<file path="config.mk">
export PLATFORM = sky130hd
export DESIGN_NAME = divider_param
export DESIGN_NICKNAME = d
export VERILOG_FILES = /design/src/rtl/divider_pkg.sv /design/src/rtl/divider_negate.sv /design/src/rtl/divider_param.sv
export SDC_FILE = /design/constraint.sdc
export NUM_CORES = 1
export LEC_CHECK = 0
export BUFFER_PORTS_ARGS = -buffer_cell sky130_fd_sc_hd__buf_2
export CAP_MARGIN = 40
export CORE_MARGIN = 2
export CORE_UTILIZATION = 64
export DETAILED_ROUTE_END_ITERATION = 16
export PLACE_DENSITY = 0.93
export SLEW_MARGIN = 0
export SYNTH_ARGS = -nofsm -noshare
export SYNTH_HDL_FRONTEND = slang
export SYNTH_SLANG_ARGS = --single-unit
</file>
<file path="constraint.sdc">
create_clock -name clk -period 6.4 [get_ports clk]
set_input_delay 1.28 -clock clk [delete_from_list [all_inputs] [get_ports clk]]
set_output_delay 1.28 -clock clk [all_outputs]
set_load 0.03 [all_outputs]
</file>
<file path="src/rtl/divider_pkg.sv">
// Shared definitions for the iterative divider: FSM state encoding.
package divider_pkg;

    typedef enum logic [1:0] {
        IDLE = 2'b00,
        PRE  = 2'b01,
        CALC = 2'b11,
        POST = 2'b10
    } div_state_t;

endpackage

</file>
<file path="src/rtl/divider_negate.sv">
// Conditional two's-complement negate, used for operand magnitudes and result sign fix-up.
module divider_negate #(
    parameter int WIDTH = 16
) (
    input  logic [WIDTH-1:0] a,
    input  logic             neg,
    output logic [WIDTH-1:0] y
);

    // Pass through or negate depending on neg
    always_comb begin
        if (neg) begin
            y = ~a + {{(WIDTH-1){1'b0}}, 1'b1};
        end else begin
            y = a;
        end
    end

endmodule

</file>
<file path="src/rtl/divider_param.sv">
// Multi-cycle restoring divider, unsigned or two's-complement, one quotient bit per cycle.
module divider_param
    import divider_pkg::*;
#(
    parameter int WIDTH  = 16,
    parameter int SIGNED = 0
) (
    input  logic             clk,
    input  logic             rst,
    input  logic             strt,
    input  logic [WIDTH-1:0] dividend,
    input  logic [WIDTH-1:0] divisor,
    output logic [WIDTH-1:0] quotient,
    output logic [WIDTH-1:0] remainder,
    output logic             div_by_zero,
    output logic             idle,
    output logic             done
);

    localparam int            CW   = $clog2(WIDTH + 1);
    localparam logic [CW-1:0] LAST = CW'(WIDTH - 1);
    localparam bit            SGN  = (SIGNED != 0);

    div_state_t       state_r, state_n;
    logic [WIDTH-1:0] a_r;
    logic [WIDTH-1:0] b_r;
    logic [WIDTH:0]   rem_r;
    logic [CW-1:0]    cnt_r;
    logic             q_neg_r, r_neg_r, dz_r, hold_r;
    logic [WIDTH-1:0] quotient_r, remainder_r;
    logic             div_by_zero_r, idle_r, done_r;

    logic [WIDTH:0]   shift_s;
    logic [WIDTH+1:0] diff_s;
    logic [WIDTH-1:0] neg_a_in_s, neg_b_in_s, neg_a_out_s, neg_b_out_s;
    logic             neg_a_en_s, neg_b_en_s;
    logic             zero_div_s;

    assign zero_div_s = (divisor == {WIDTH{1'b0}});

    // a_r holds the dividend magnitude shifting out MSB first while quotient bits shift in
    assign shift_s = {rem_r[WIDTH-1:0], a_r[WIDTH-1]};
    assign diff_s  = {1'b0, shift_s} - {2'b00, b_r};

    // Negators are shared: operand magnitudes in PRE, result sign correction in POST
    always_comb begin
        neg_a_in_s = a_r;
        neg_b_in_s = b_r;
        neg_a_en_s = 1'b0;
        neg_b_en_s = 1'b0;
        case (state_r)
            PRE: begin
                neg_a_en_s = SGN & a_r[WIDTH-1];
                neg_b_en_s = SGN & b_r[WIDTH-1];
            end
            POST: begin
                neg_a_en_s = q_neg_r;
                neg_b_in_s = rem_r[WIDTH-1:0];
                neg_b_en_s = r_neg_r;
            end
            default: begin
                neg_a_en_s = 1'b0;
                neg_b_en_s = 1'b0;
            end
        endcase
    end

    divider_negate #(.WIDTH(WIDTH)) u_neg_a (
        .a   (neg_a_in_s),
        .neg (neg_a_en_s),
        .y   (neg_a_out_s)
    );

    divider_negate #(.WIDTH(WIDTH)) u_neg_b (
        .a   (neg_b_in_s),
        .neg (neg_b_en_s),
        .y   (neg_b_out_s)
    );

    // Next-state logic; zero-divisor POST lingers one extra cycle (hold_r) to give a two-cycle latency
    always_comb begin
        state_n = state_r;
        case (state_r)
            IDLE: begin
                if (strt) begin
                    if (zero_div_s) begin
                        state_n = POST;
                    end else begin
                        state_n = PRE;
                    end
                end else begin
                    state_n = IDLE;
                end
            end
            PRE:  state_n = CALC;
            CALC: begin
                if (cnt_r == LAST) begin
                    state_n = POST;
                end else begin
                    state_n = CALC;
                end
            end
            POST: begin
                if (hold_r) begin
                    state_n = POST;
                end else begin
                    state_n = IDLE;
                end
            end
            default: state_n = IDLE;
        endcase
    end

    // State register
    always_ff @(posedge clk or posedge rst) begin
        if (rst) begin
            state_r <= IDLE;
        end else begin
            state_r <= state_n;
        end
    end

    // Datapath and registered outputs
    always_ff @(posedge clk or posedge rst) begin
        if (rst) begin
            a_r           <= {WIDTH{1'b0}};
            b_r           <= {WIDTH{1'b0}};
            rem_r         <= {(WIDTH+1){1'b0}};
            cnt_r         <= {CW{1'b0}};
            q_neg_r       <= 1'b0;
            r_neg_r       <= 1'b0;
            dz_r          <= 1'b0;
            hold_r        <= 1'b0;
            quotient_r    <= {WIDTH{1'b0}};
            remainder_r   <= {WIDTH{1'b0}};
            div_by_zero_r <= 1'b0;
            idle_r        <= 1'b1;
            done_r        <= 1'b0;
        end else begin
            done_r <= 1'b0;
            idle_r <= (state_n == IDLE);
            case (state_r)
                IDLE: begin
                    if (strt) begin
                        a_r    <= dividend;
                        b_r    <= divisor;
                        dz_r   <= zero_div_s;
                        hold_r <= zero_div_s;
                    end
                end
                PRE: begin
                    a_r     <= neg_a_out_s;
                    b_r     <= neg_b_out_s;
                    q_neg_r <= neg_a_en_s ^ neg_b_en_s;
                    r_neg_r <= neg_a_en_s;
                    rem_r   <= {(WIDTH+1){1'b0}};
                    cnt_r   <= {CW{1'b0}};
                end
                CALC: begin
                    a_r   <= {a_r[WIDTH-2:0], ~diff_s[WIDTH+1]};
                    rem_r <= diff_s[WIDTH+1] ? shift_s : diff_s[WIDTH:0];
                    cnt_r <= cnt_r + CW'(1);
                end
                POST: begin
                    if (hold_r) begin
                        hold_r <= 1'b0;
                    end else begin
                        done_r        <= 1'b1;
                        div_by_zero_r <= dz_r;
                        if (dz_r) begin
                            quotient_r  <= {WIDTH{1'b1}};
                            remainder_r <= a_r;
                        end else begin
                            quotient_r  <= neg_a_out_s;
                            remainder_r <= neg_b_out_s;
                        end
                    end
                end
                default: begin
                    hold_r <= 1'b0;
                end
            endcase
        end
    end

    assign quotient    = quotient_r;
    assign remainder   = remainder_r;
    assign div_by_zero = div_by_zero_r;
    assign idle        = idle_r;
    assign done        = done_r;

endmodule

</file>
; Yosys cells after proc, flatten, opt, wreduce, memory -nomap -nowiden
; Index checks and enable logic that the tools add are counted.
[totals]
register_bits = 94
in_bits = 35
out_inout_bits = 35
word_cells = 63
[op_classes]
addsub = 4
eq_ne = 5
mux = 23
bitwise = 5
n_reduce_logical = 12
[op_table]
columns = cell, n
row1 = $mux W16, 8
row2 = $pmux W16 S2, 2
row3 = $pmux W16 S3, 1
row4 = $add A16 B1 Y16 const B, 2
row5 = $not A16 Y16, 2
row6 = $sub A17 B16 Y18, 1
row7 = $logic_not A16 Y1, 1
row8 = $pmux W5 S2, 1
row9 = $reduce_and A2 Y1, 5
row10 = $pmux W2 S4, 1
row11 = $mux W1, 6
row12 = $mux W2, 3
row13 = $reduce_bool A2 Y1, 3
row14 = $add A5 B1 Y5 const B, 1
row15 = $eq A5 B4 Y1 const B, 1
row16 = $eq A2 B2 Y1 const B, 2
row17 = $logic_not A2 Y1, 2
row18 = $reduce_bool A3 Y1, 1
row19 = $eq A2 B1 Y1 const B, 1
row20 = $ne A2 B2 Y1 const B, 1
row21 = $not A1 Y1, 2
row22 = $pmux W1 S2, 1
row23 = $xor A1 B1 Y1, 1

; Depth between registers and ports, before layout
[depth]
ltp_word = 6
ltp_mapped = 12
mapped_depth_nobuf = 10

; By module
; From an unflattened synthesis, not the netlist that was laid out.
[hier_totals]
hier_cells = 711
hier_area_um2 = 5921.9
[modules_own_cells]
columns = module, instances, cells_per_inst, area_each_um2, seq_area_each_um2
row1 = divider_param, 1, 616, 5233.8, 2353.5
row2 = divider_negate (u_neg_b), 1, 48, 355.3, 0.0
row3 = divider_negate (u_neg_a), 1, 47, 332.8, 0.0

; Worst setup path after synthesis
; No wires, ideal clock.
[synth_path]
kind = flip-flop to flip-flop
startpoint = register state_r[0]
endpoint = register remainder_r[14], in the netlist remainder[14]
setup_time_ns = 0.124
arrival_ns = 2.908
t_required_ns = 6.276
setup_slack_ns = 3.369
path_stages_with_launch = 12
path_buffers = 2
synth_period_minus_slack_ns = 3.031
cell_sequence = dfrtp_1 > clkbuf_1 > nor2b_1 > buf_2 > mux2i_1 > ha_1 > or4b_1 > or3_1 > or4b_1 > nand2_1 > xnor2_1 > o21ai_1
[synth_via]
elab_chain_len = 6
elab_cells_between_ends = 8
classes_between = add/sub: 1 / eq/ne: 1 / mux: 4 / bitwise: 1 / reduce/logical: 1
[synth_rtl]
columns = item, line_no
row1 = start: declaration, divider_param.sv:24  ; div_state_t state_r, state_n;
row2 = start signal: assignment, divider_param.sv:119  ; state_r <= state_n;
row3 = $eq A2 B2 Y1 (*), "divider_param.sv:51, divider_param.sv:142"
row4 = $mux W16, divider_param.sv:51  ; case (state_r)
row5 = $not A16 Y16, divider_negate.sv:13  ; y = ~a + {{(WIDTH-1){1'b0}}, 1'b1};
row6 = $add A16 B1 Y16, divider_negate.sv:13
row7 = $mux W16, divider_negate.sv:12  ; if (neg) begin
row8 = $mux W16, divider_param.sv:170  ; if (dz_r) begin
row9 = end signal: assignment, divider_param.sv:135  ; remainder_r <= {WIDTH{1'b0}};
row10 = end signal: assignment, divider_param.sv:172  ; remainder_r <= a_r;
row11 = end signal: assignment, divider_param.sv:175  ; remainder_r <= neg_b_out_s;
row12 = end: declaration, divider_param.sv:30  ; logic [WIDTH-1:0] quotient_r, remainder_r;
; Mark *: on every way between the ends. The rest lies on a longest branch, timed or not.
; A chain may end at the register's enable or synchronous reset.

; Final worst setup path
[layout_path]
startpoint = register state_r[1]
endpoint = register remainder_r[14], in the netlist remainder[14]
; The elaborated chain is that of the path after synthesis.

==> impl_metrics.json <==
{
  "outcome": "complete, no violations",
  "hold_start": "quotient[11]$_DFFE_PP0P_",
  "min_period_over_period": 0.604,
  "cts_hold_buffers": 0,
  "postLayoutCellArea_sq_mm": 0.00639,
  "via_per_inst": 6.36,
  "cts_setup_buffers": 0,
  "drv_cap": 0,
  "drt_wl_total_um": 14700,
  "wire_per_inst_um": 17.6,
  "layout_min_cycle_time_ns": 3.87,
  "grt_max_degree": 56,
  "cts_resized": 0,
  "ys_top_cells_by_area": "dfrtp_1 (40%), o21ai_0 (6.9%), nand2_1 (5.8%), a21oi_1 (4.9%), ha_1 (4.3%)",
  "hold_path_class": "flip-flop to flip-flop",
  "reg2reg_from": "state_r[1]$_DFF_PP0_",
  "yosysTopAreaCellShare": 0.402,
  "gr-usage-met1": 0.423,
  "insertedDiodeCount": 0,
  "clk_path_buf_depth": 2,
  "htree_levels": 3,
  "mappedNetlistArea_sq_mm": 0.00579,
  "leakagePower_nw": 2.87,
  "max_slew_margin": 0.360,
  "insertion_delay_ns": 0.37,
  "finalSetupViolations": 0,
  "rsz0062_at_grt": "false",
  "ys_warn_count": 0,
  "core-area_sq_mm": 0.00876,
  "yosys.area.top_type": "dfrtp_1",
  "fin_skew_ns": 0.0160,
  "grt-busiest-layer": "met2",
  "synth_edf_count": 0,
  "cp-startpoint": "state_r[1]$_DFF_PP0_",
  "crit_fanout": 48,
  "ys_ff_latch": 94,
  "setup_tns_ns": 0,
  "rows": 34,
  "critPathRequiredTime_ns": 6.66,
  "layout_common_cells": "dfrtp_1 (93), nand2_1 (90), o21ai_0 (80)",
  "tightest_slew_ns": 0.958,
  "grt_pass1_vias": 5028,
  "synth-main-ff-cell": "dfrtp_1",
  "synth_cell_types": 55,
  "antenna_found_initial": 0,
  "die_h_um": 99.1,
  "clock_sinks": 94,
  "ir_worst_vdd_uv": 264,
  "firstDrtPassIters": 6,
  "num_vias": 5302,
  "endpoint_kind": "flip-flop",
  "drc": 0,
  "avgSynthCellArea_sq_um": 8.59,
  "initial_core_util": 0.660,
  "fillers": 595,
  "gr-total-overflow": 0,
  "drive_gt1_frac": 0.154,
  "gp_congestion": 0.903,
  "yosysSeqAreaShare": 0.407,
  "final_nets": 776,
  "io_buffer_count": 69,
  "syn-num-nets": 730,
  "worstSetupPathType": "flip-flop to flip-flop",
  "cts_tree": "done",
  "use_met2": 0.497,
  "drv_slew": 0,
  "max_freq_mhz": 259,
  "cts_inserted_buffers": 9,
  "placed_area_sq_mm": 0.00619,
  "antenna_left": 0,
  "clk_pin_slew_ns": 0.09,
  "die_area_sq_mm": 0.00982,
  "worstPathArrival_ns": 4.13,
  "grt_pass1_wl_um": 24400,
  "area_delta_synth_final_pct": 10.4,
  "io_pins": 70,
  "die_width_um": 99.1,
  "final_common_cell": "dfrtp_1",
  "cp-start-kind": "flip-flop",
  "p_per_area_mw_per_mm2": 597,
  "final.setup.worst_slack_ns": 2.53,
  "hpwl_um": 10800,
  "pre_cts_slack_ns": 2.62,
  "async_reset_ff_frac": 1.00,
  "syn_inst": 674,
  "met3_usage": 0.0478,
  "drtIter0Drc": 482,
  "hold_violations": 0,
  "grtUsageTotal": 0.309,
  "clockRootBuffer": "clkbuf_8"
}
[flip-flops by register name, summed over array words and instances, names as in the netlist]
| signal | count |
|---|---|
| div_by_zero | 1 |
| remainder | 16 |
| q_neg_r | 1 |
| idle | 1 |
| a_r | 16 |
| cnt_r | 5 |
| hold_r | 1 |
| quotient | 16 |
| dz_r | 1 |
| b_r | 16 |
| done | 1 |
| rem_r | 16 |
| state_r | 2 |
| r_neg_r | 1 |
[critical path, stage by stage (launching register included)]
cell and delay, ns:
dfrtp_1 0.34, buf_4 0.35, nor2b_1 0.82, mux2i_1 0.34, ha_1 0.26, or4b_1 0.46
or3_1 0.37, or4b_1 0.52, nand2_1 0.10, xnor2_1 0.11, o21ai_1 0.07
[worst paths after layout]
kind                       cells after the start  slack (ns)                   endpoint
max in group asynchronous                      3        4.33        q_neg_r$_DFFE_PP0P_
min in group asynchronous                      2        0.97        b_r[15]$_DFFE_PP0P_
min reg2reg                                    2        0.48   quotient[11]$_DFFE_PP0P_
max reg2reg                                   10        2.53  remainder[14]$_DFFE_PP0P_
max                                           10        2.53  remainder[14]$_DFFE_PP0P_
min                                            2        0.48   quotient[11]$_DFFE_PP0P_
[through the flow]
stage               hold WS, ns  power (mW)  cells  utilization
finish                    0.479        3.81    833        0.729
global route              0.510        4.10    833        0.729
CTS                       0.478        3.77    833        0.729
detailed placement        0.457        3.37    817        0.707
global placement          0.446        3.25    815        0.702
floorplan                 0.467        2.83    674            -
[cells by family after synthesis]
| kind of cell | Yosys count | synth area share |
|---|---|---|
| xor gates and xnor gates | 37 | 0.0560 |
| DFF | 94 | 0.407 |
| muxes | 36 | 0.0651 |
| AOI/OAI and AO/OA | 204 | 0.211 |
| buffers and inverters | 78 | 0.0512 |
| and+or+nand+nor | 204 | 0.163 |
| adders and majority gates | 21 | 0.0467 |
[cell usage after synthesis, types with 6 or more instances]
cell type  count
ha_1          20
o31ai_1        8
xor2_1        12
clkbuf_1      38
dfrtp_1       93
mux2_2        13
xnor2_1       25
nor3_1        12
a21oi_1       57
or3_1          7
nor4_1         7
nor2_1        44
o211ai_1       7
mux2i_1       23
o21ai_0       80
nand2_1       90
a211oi_1       6
nand2b_1      10
and3_1         6
inv_1         35
[layout make-up]
class | count | area [sq um] | area share
clock buffers | 11 | 131 | 0.0206
multi-input cells | 502 | 3140 | 0.492
repair buffers | 77 | 429 | 0.0672
inverters | 36 | 136 | 0.0214
clock inverters | 5 | 61.3 | 0.00960
well taps | 108 | 135 | 0.0212
flip-flops and latches | 94 | 2350 | 0.369
[layer usage]
layer  up-vias  wire length (um)  part of all wire
li1       2474                 -                 -
met3        32              1170             0.080
met1      2533              6120              0.42
met4         0               392             0.027
met5         -                 0                 0
met2       263              7000              0.48
[where the power goes]
group | switching (mW) | internal [mW]
clock | 0.213 | 0.182
sequential | 0.283 | 0.867
combinational | 1.38 | 0.886
Note: power is estimated with default switching activity, not from simulation.
